File: src/rtl/uart_frame_loader.sv
// uart_frame_loader
// Receives an RGB888 image over an 8N1 UART line (3 bytes per pixel, R then G
// then B). Each assembled pixel is written to the input-buffer BRAM at
// sequential addresses 0..DEPTH-1, and frame completion is reported.
//
// Ports:
//   iClk        system clock
//   iRsn        asynchronous active-low reset
//   iStart      single-cycle pulse, arms loading of a new frame
//   iRx         UART serial input (idle high, LSB first)
//   oWrEn       BRAM write strobe, one cycle per pixel
//   oWrAddr     BRAM write address
//   oWrData     pixel {R,G,B}, R in [23:16]
//   oBusy       frame armed and not yet complete
//   oFrameDone  last pixel written; cleared by iStart
//   oFrameErr   sticky framing error; cleared by iStart
module uart_frame_loader #(
    parameter int CLKS_PER_BIT = 434,
    parameter int DATA_W       = 24,
    parameter int ADDR_W       = 17,
    parameter int DEPTH        = 130560,
    parameter int TIMEOUT_BITS = 32
) (
    input  logic              iClk,
    input  logic              iRsn,
    input  logic              iStart,
    input  logic              iRx,
    output logic              oWrEn,
    output logic [ADDR_W-1:0] oWrAddr,
    output logic [DATA_W-1:0] oWrData,
    output logic              oBusy,
    output logic              oFrameDone,
    output logic              oFrameErr
);

    localparam int CNT_W     = $clog2(CLKS_PER_BIT + 1);
    localparam int TMO_LIMIT = TIMEOUT_BITS * CLKS_PER_BIT;
    localparam int TMO_W     = $clog2(TMO_LIMIT + 1);

    localparam logic [CNT_W-1:0]  BIT_LAST  = CNT_W'(CLKS_PER_BIT - 1);
    localparam logic [CNT_W-1:0]  HALF_LAST = CNT_W'(CLKS_PER_BIT / 2 - 1);
    localparam logic [TMO_W-1:0]  TMO_LAST  = TMO_W'(TMO_LIMIT - 1);
    localparam logic [ADDR_W-1:0] ADDR_LAST = ADDR_W'(DEPTH - 1);

    typedef enum logic [2:0] {
        IDLE,
        START,
        DATA,
        STOP,
        BREAK   // bad stop bit seen; wait for the line to return high
    } rx_state_t;

    // ------------------------------------------------------------------
    // Input synchroniser
    // ------------------------------------------------------------------
    logic rx_meta, rx_sync;

    always_ff @(posedge iClk or negedge iRsn) begin
        if (!iRsn) begin
            rx_meta <= 1'b1;
            rx_sync <= 1'b1;
        end else begin
            rx_meta <= iRx;
            rx_sync <= rx_meta;
        end
    end

    // ------------------------------------------------------------------
    // UART receiver
    // ------------------------------------------------------------------
    rx_state_t        state, state_d;
    logic [CNT_W-1:0] clk_cnt, clk_cnt_d;
    logic [2:0]       bit_cnt, bit_cnt_d;
    logic [7:0]       shift, shift_d;
    logic             byte_ok, byte_err;

    always_ff @(posedge iClk or negedge iRsn) begin
        if (!iRsn) begin
            state   <= IDLE;
            clk_cnt <= '0;
            bit_cnt <= '0;
            shift   <= '0;
        end else begin
            state   <= state_d;
            clk_cnt <= clk_cnt_d;
            bit_cnt <= bit_cnt_d;
            shift   <= shift_d;
        end
    end

    always_comb begin
        state_d   = state;
        clk_cnt_d = clk_cnt + CNT_W'(1);
        bit_cnt_d = bit_cnt;
        shift_d   = shift;
        byte_ok   = 1'b0;
        byte_err  = 1'b0;
        case (state)
            IDLE: begin
                clk_cnt_d = '0;
                // IDLE is only ever entered with the line high, so a low
                // level here is the falling edge of a start bit.
                if (!rx_sync) begin
                    state_d   = START;
                    bit_cnt_d = '0;
                end
            end
            START: begin
                if (clk_cnt == HALF_LAST) begin
                    clk_cnt_d = '0;
                    state_d   = rx_sync ? IDLE : DATA;
                end
            end
            DATA: begin
                if (clk_cnt == BIT_LAST) begin
                    clk_cnt_d = '0;
                    shift_d   = {rx_sync, shift[7:1]};
                    bit_cnt_d = bit_cnt + 3'd1;
                    if (bit_cnt == 3'd7) begin
                        state_d = STOP;
                    end
                end
            end
            STOP: begin
                if (clk_cnt == BIT_LAST) begin
                    clk_cnt_d = '0;
                    if (rx_sync) begin
                        byte_ok = 1'b1;
                        state_d = IDLE;
                    end else begin
                        byte_err = 1'b1;
                        state_d  = BREAK;
                    end
                end
            end
            BREAK: begin
                clk_cnt_d = '0;
                if (rx_sync) begin
                    state_d = IDLE;
                end
            end
            default: state_d = IDLE;
        endcase
    end

    // ------------------------------------------------------------------
    // Pixel assembly, address generation, frame status
    // ------------------------------------------------------------------
    logic [1:0]       byte_cnt;
    logic [7:0]       r_byte, g_byte;
    logic [TMO_W-1:0] tmo_cnt;

    always_ff @(posedge iClk or negedge iRsn) begin
        if (!iRsn) begin
            byte_cnt   <= '0;
            r_byte     <= '0;
            g_byte     <= '0;
            tmo_cnt    <= '0;
            oWrEn      <= 1'b0;
            oWrAddr    <= '0;
            oWrData    <= '0;
            oBusy      <= 1'b0;
            oFrameDone <= 1'b0;
            oFrameErr  <= 1'b0;
        end else begin
            oWrEn <= 1'b0;
            if (iStart) begin
                // A byte completing in this very cycle becomes byte 0 of the
                // new frame; start also overrides a coincident final write.
                oBusy      <= 1'b1;
                oFrameDone <= 1'b0;
                oFrameErr  <= 1'b0;
                oWrAddr    <= '0;
                tmo_cnt    <= '0;
                byte_cnt   <= byte_ok ? 2'd1 : 2'd0;
                if (byte_ok) begin
                    r_byte <= shift;
                end
            end else begin
                if (oWrEn) begin
                    if (oWrAddr == ADDR_LAST) begin
                        oWrAddr    <= '0;
                        oFrameDone <= 1'b1;
                        oBusy      <= 1'b0;
                    end else begin
                        oWrAddr <= oWrAddr + ADDR_W'(1);
                    end
                end

                if (oBusy && byte_ok) begin
                    tmo_cnt <= '0;
                    case (byte_cnt)
                        2'd0: begin
                            r_byte   <= shift;
                            byte_cnt <= 2'd1;
                        end
                        2'd1: begin
                            g_byte   <= shift;
                            byte_cnt <= 2'd2;
                        end
                        default: begin
                            oWrEn    <= 1'b1;
                            oWrData  <= {r_byte, g_byte, shift};
                            byte_cnt <= 2'd0;
                        end
                    endcase
                end else if (oBusy && byte_err) begin
                    oFrameErr <= 1'b1;
                    byte_cnt  <= '0;
                    tmo_cnt   <= '0;
                end else if (byte_cnt != 2'd0) begin
                    // Partial pixel with no traffic: resync after the timeout.
                    if (tmo_cnt == TMO_LAST) begin
                        byte_cnt <= '0;
                        tmo_cnt  <= '0;
                    end else begin
                        tmo_cnt <= tmo_cnt + TMO_W'(1);
                    end
                end else begin
                    tmo_cnt <= '0;
                end
            end
        end
    end

endmodule

File: config.mk
export PLATFORM = sky130hd
export DESIGN_NAME = uart_frame_loader
export DESIGN_NICKNAME = d
export VERILOG_FILES = /design/src/rtl/uart_frame_loader.sv
export SDC_FILE = /design/constraint.sdc
export NUM_CORES = 1
export LEC_CHECK = 0
export BUFFER_PORTS_ARGS = -buffer_cell sky130_fd_sc_hd__buf_2
export CORE_ASPECT_RATIO = 1.4
export CORE_MARGIN = 10
export CORE_UTILIZATION = 40
export CTS_BUF_LIST = sky130_fd_sc_hd__clkbuf_4 sky130_fd_sc_hd__clkbuf_8
export DETAILED_ROUTE_END_ITERATION = 8
export GPL_TIMING_DRIVEN = 0
export MAX_ROUTING_LAYER = met4
export PLACE_DENSITY_LB_ADDON = 0.08
export SYNTH_ARGS = -nofsm -noshare
export SYNTH_HDL_FRONTEND = slang
export SYNTH_SLANG_ARGS = --single-unit
export TNS_END_PERCENT = 50
File: constraint.sdc
create_clock -name iClk -period 2.7 [get_ports iClk]
set_input_delay 0.54 -clock iClk [delete_from_list [all_inputs] [get_ports iClk]]
set_output_delay 0.54 -clock iClk [all_outputs]
set_load 0.005 [all_outputs]
# --- Yosys cells after proc, flatten, opt, wreduce, memory -nomap -nowiden ---
# Cells that the tools add are included.
totals:
  reg_bits: 102
  input_bits: 4
  wordCells: 117
op_classes:
  mux: 52
  reduce_logical: 25
  bitwise: 2
  add_sub_neg: 4
  n_eq_ne: 18
ops:
  columns: ["op", "n"]
  rows:
  - ["2-to-1 mux 14 bit", 5]
  - ["2-to-1 mux 17 bit", 3]
  - ["2-to-1 mux 8 bit", 4]
  - ["2-to-1 mux 3 bit", 9]
  - ["case mux 9 bit (3 select lines)", 1]
  - ["2-to-1 mux 1 bit", 19]
  - ["2-to-1 mux 9 bit", 2]
  - ["adder 17 x 1 -> 17 bit, second input constant", 1]
  - ["== test 17 bit, second input constant", 1]
  - ["case mux 3 bit (5 select lines)", 1]
  - ["adder 14 x 1 -> 14 bit, second input constant", 1]
  - ["== test 14 bit, second input constant", 1]
  - ["!= test 2 bit, second input constant", 7]
  - ["nonzero test 2 bit", 7]
  - ["2-to-1 mux 2 bit", 6]
  - ["AND reduction 3 bit", 4]
  - ["adder 9 x 1 -> 9 bit, second input constant", 1]
  - ["== test 9 x 8 -> 1 bit, second input constant", 1]
  - ["== test 9 bit, second input constant", 1]
  - ["AND reduction 2 bit", 4]
  - ["nonzero test 4 bit", 2]
  - ["== test 3 x 2 -> 1 bit, second input constant", 2]
  - ["== test 3 bit, second input constant", 2]
  - ["case mux 3 bit (2 select lines)", 1]
  - ["11 further kinds", 15]

# --- Depth between registers and ports, before layout ---
depth:
  ltp_word: 7
  ltp_mapped: 7
  depth_no_buf: 6

# --- Least setup slack after synthesis ---
# OpenSTA, ideal clock, no wires.
synth_path:
  kind: "register to register"
  from: "register clk_cnt[1]"
  to: "register r_byte[0]"
  required_time_ps: 2575
  setup_ps: 125
  arrival_time_ps: 1798
  path_buffers: 1
  path_slack_ps: 777
  stages_incl_launch_ff: 8
  cell_sequence: "dfrtp_1 > inv_1 > ha_1 > nand4bb_4 > nor4_4 > nor2b_1 > buf_2 > mux2_2"
synth_via:
  elab_chain_len: 6
synth_rtl:
  columns: ["element", "line_no", "rtl"]
  rows:
  - ["start: declaration", "72", "logic [CNT_W-1:0] clk_cnt, clk_cnt_d;"]
  - ["start signal: assignment", "85", "clk_cnt <= clk_cnt_d;"]
  - ["== test 9 bit (*)", "125", "if (clk_cnt == BIT_LAST) begin"]
  - ["2-to-1 mux 1 bit (*)", "125", null]
  - ["2-to-1 mux 1 bit (*)", "98", "case (state)"]
  - ["logical AND 1 bit", "190", "if (oBusy && byte_ok) begin"]
  - ["nonzero test 2 bit (no source line)", null, null]
  - ["AND reduction 3 bit (no source line) (*)", null, null]
  - ["end signal: assignment", "177", "r_byte <= shift;"]
  - ["end signal: assignment", "194", "r_byte <= shift;"]
  - ["end: declaration", "150", "logic [7:0] r_byte, g_byte;"]
# Mark *: on every way between the ends. The rest lies on a longest branch, timed or not.
# A chain may end at the register's enable or synchronous reset.

# --- Final worst setup path ---
layout_path:
  from: "register clk_cnt[1]"
  to: "register shift[2]"
layout_via:
  elab_chain_len: 2
layout_rtl:
  columns: ["element", "line_no", "rtl"]
  rows:
  - ["== test 9 bit", "115", "if (clk_cnt == BIT_LAST) begin"]
  - ["AND reduction 2 bit (no source line)", null, null]
  - ["end signal: assignment", "87", "shift <= shift_d;"]
  - ["end: declaration", "74", "logic [7:0] shift, shift_d;"]
# No other way between the ends.

==> qor_table.md <==
| Result | This run | Unit |
|---|---|---|
| Avg Synthesized Cell Area | 12.1 | sq um |
| Num rows | 46 | - |
| Largest buffer count on any clock path | 2 | - |
| Global-route wire length before repair | 16500 | um |
| Pre-Repair DR Iteration Count | 4 | - |
| Skew-Pair Late Insertion Delay | 380 | ps |
| Flip-flop cell with the highest count after synthesis | dfrtp_1 | - |
| Smallest setup slack after layout | 535 | ps |
| Synth top area cells | dfrtp_1, mux2_2, mux2_4, nor2_1, xnor2_1 | - |
| Post-cts sizing count | 0 | - |
| Simple logic cell fraction of the synthesized area | 17.5 | % |
| GRT overflow | 0 | - |
| Worst slack at placement | 514 | ps |
| Via count of the first global-routing pass | 3241 | - |
| Maximum number of pins on one net before global-route repair | 61 | - |
| Time the final worst path needs with I/O delays and setup | 2160 | ps |
| Antenna violations before repair | 0 | - |
| Setup repair after global routing missed its margin | no | - |
| Net switching fraction of the power | 22.7 | % |
| Cts-stage hold buffer count | 0 | - |
| Wire per inst | 16.0 | um |
| Reported net switching power | 0.000592 | W |
| DR vias/cell | 5.16 | - |
| Internal Dissipation | 0.00201 | W |
| Worst R2R Setup Slack | 540 | ps |
| Worst-path fanout max | 10 | - |
| Post-synth EDFFs | 0 | - |
| Length in cells of the worst reg-to-reg path | 6 | - |
| Required time of the critical path | 2970 | ps |
| Final hold slack | 155 | ps |
| Clock Pin Slew Worst Setup and Hold Paths | 100 | ps |
| Final net count | 458 | - |
| Area of the die | 16500 | sq um |
| Fillcell total | 1086 | - |
| Worst Path Arrival | 2430 | ps |
| Post-Synthesis Cells | 388 | - |
| Number of max-slew violations in the final report | 0 | - |
| Total negative slack for setup checks | 0 | ps |
| Post-synthesis xor/xnor area fraction | 5.41 | % |
| Element type at the critical path start | flip-flop | - |
| Overall power consumption | 0.00261 | W |
| Remaining number of nets flagged by the antenna check after routing | 0 | - |
| Final hold violation count | 0 | - |
| Post-synthesis instance area | 4700 | sq um |
| Fraction of registers with async set or reset after synthesis | 100 | % |
| Type of the worst setup path | flip-flop to flip-flop | - |
| Synthesized flop and latch total | 102 | - |
| Adder-cell area share of the yosys netlist | 1.86 | % |
| Category of the worst setup path capture point | flip-flop | - |
| Fin crit share | 80.2 | % |
| Post-synth top area cell | dfrtp_1 | - |
| Portion of synthesized cell area occupied by the leading cell type | 53.3 | % |
| Final Setup Violations | 0 | - |
| Worst setup skew after layout | 22.1 | ps |
| Run status | completed | - |
| FF+latch area | 2550 | sq um |
| Part of the power in the clock network | 39.3 | % |
| Root cell of the clock tree | clkbuf_8 | - |
| Final HPWL DP | 6680 | um |
| Routability Congestion | 0.824 | - |
| Fraction of layout instances using a drive strength above 1 | 29.2 | % |
| Vert. Die Dim | 148 | um |
| Seq pwr share | 58.7 | % |
| Area added between synthesis and finish | 14.0 | % |
| Startpoint of the most critical register-to-register path | clk_cnt[1] | - |
| Worst IR drop on VDD | 263 | uV |
| Final antenna diode count | 0 | - |
| Count of vias placed by the detailed router | 3076 | - |
| Number of I/O port buffers | 47 | - |
| Core region area | 11400 | sq um |
| Part of the Yosys area used for sequential elements | 54.4 | % |
| Final WL | 9540 | um |
| Power share of the combinational group | 1.9 | % |
| Dominant combinational cell family by area after synthesis | simple AND/OR/NAND/NOR gates | - |
| Buffers inserted by post-CTS timing repair | 0 | - |
| Multiplexer fraction of the synthesized cell area | 13.3 | % |
| Worst Max-Slew Pin Slew | 598 | ps |
| Number of DRC markers after the initial detailed-route iteration | 105 | - |
| Reg-to-reg critical path endpoint | shift[2] | - |
| Rel. slew slack | 59.9 | % |
| Width of the die | 112 | um |
| Clock sink count | 102 | - |
| Synthesized netlist net count | 399 | - |
| TritonCTS buffer count | 9 | - |
| Launch point of the critical path | clk_cnt[1] | - |
| Kind of path behind the tightest hold check | input port to asynchronous set/reset pin | - |
| Library cells used by synthesis | 54 | - |
| Max-cap check violation count | 0 | - |
| Top achievable clock speed | 0.462 | GHz |
| Starting utilization of the core area | 41.2 | % |
| TritonCTS clock tree | built | - |
| Global-route total usage across every layer | 12.4 | % |
| Power density normalized to cell area | 487 | nW/um^2 |
| Warnings, synthesis | 0 | - |
| Number of H-tree branching levels | 3 | - |
| IO Pins | 49 | - |
| Area taken by multi-input logic gates | 2020 | sq um |
| Residual DRC | 0 | - |
| Leakage | 2.61 | nW |
| Compound-cell area share of the yosys netlist | 4.85 | % |
cells by family after synthesis:
group / after synthesis
AO/OA/AOI/OAI: 33
XOR/XNOR: 29
adder cells (fa/ha/maj): 7
buffers and inverters: 26
flip-flops: 102
multiplexers: 49
AND/OR/NAND/NOR: 142
final cells by class:
type                            count  area share [%]
Tap cell                          144            3.36
Timing Repair Buffer               48            4.95
Clock buffer                       11            2.71
Inverter                            9           0.631
Sequential cell                   102            47.7
Multi-Input combinational cell    260            37.7
Clock inverter                      5            1.24
Buffer                             17            1.68
layout by cell type, fill, tap and decap left out, types with 7 or more instances in the layout:
cell type    n
a21oi_1      9
and3_1       8
buf_2       51
clkbuf_1     8
clkbuf_8    10
dfrtp_1    100
ha_1         7
inv_1        9
mux2_2      28
mux2_4      20
nand2_1     22
nand3_1     14
nand4_1      8
nor2_1      44
xnor2_1     15
xor2_1      14
layer usage:
layer  GRT usage [%]  vias up  routed length (um)
met2            20.6       54                4700
met1            14.5     1529                4420
met4            4.19        0                 110
met3            2.98        9                 311
li1                -     1484                   -
met5               -        -                   0
worst max-delay path, stage by stage (launching register included):
cell	delay, ps
dfrtp_1	400
inv_1	80
ha_1	220
nand4bb_4	170
nor4_2	500
buf_2	320
mux2_2	360
power by group through the flow:
stage | clock, W | combinational, W | sequential [W]
global route | 0.00114 | 0.0000592 | 0.00153
detailed placement | 0 | 0.0000542 | 0.00156
floorplan | 0 | 0.0000113 | 0.00156
finish | 0.00103 | 0.0000504 | 0.00153
CTS | 0.00107 | 0.0000542 | 0.00153
global placement | 0 | 0.0000481 | 0.00156
through the flow:
stage / std cells / util (%) / instance area, sq um
floorplan: 388 / - / 4700
global placement: 579 / 44.9 / 5110
detailed placement: 580 / 45.1 / 5140
CTS: 596 / 47.0 / 5360
global route: 596 / 47.0 / 5360
finish: 596 / 47.0 / 5360
synth_stat cells, types with 7 or more instances:
library cell	instances
a21oi_1	9
and3_1	8
clkbuf_1	8
dfrtp_1	100
ha_1	7
inv_1	9
mux2_2	28
mux2_4	20
nand2_1	22
nand3_1	14
nand4_1	8
nor2_1	44
xnor2_1	15
xor2_1	14
sequential cells by signal, summed over array words and instances (netlist names), 2 cells and up:
| signal | cells |
|---|---|
| g_byte | 8 |
| oWrData | 24 |
| state | 3 |
| byte_cnt | 2 |
| oWrAddr | 17 |
| bit_cnt | 3 |
| shift | 8 |
| clk_cnt | 9 |
| tmo_cnt | 14 |
| r_byte | 8 |
how the worst max path moves through the flow:
stage	endpoint	slack [ps]
6_report	shift[2]	540
3_3_place_gp	g_byte[4]	-60
2_1_floorplan	r_byte[0]	780
5_1_grt	shift[2]	380
3_5_place_dp	shift[2]	510
4_1_cts	shift[2]	500
(Power assumes the default switching activity.)
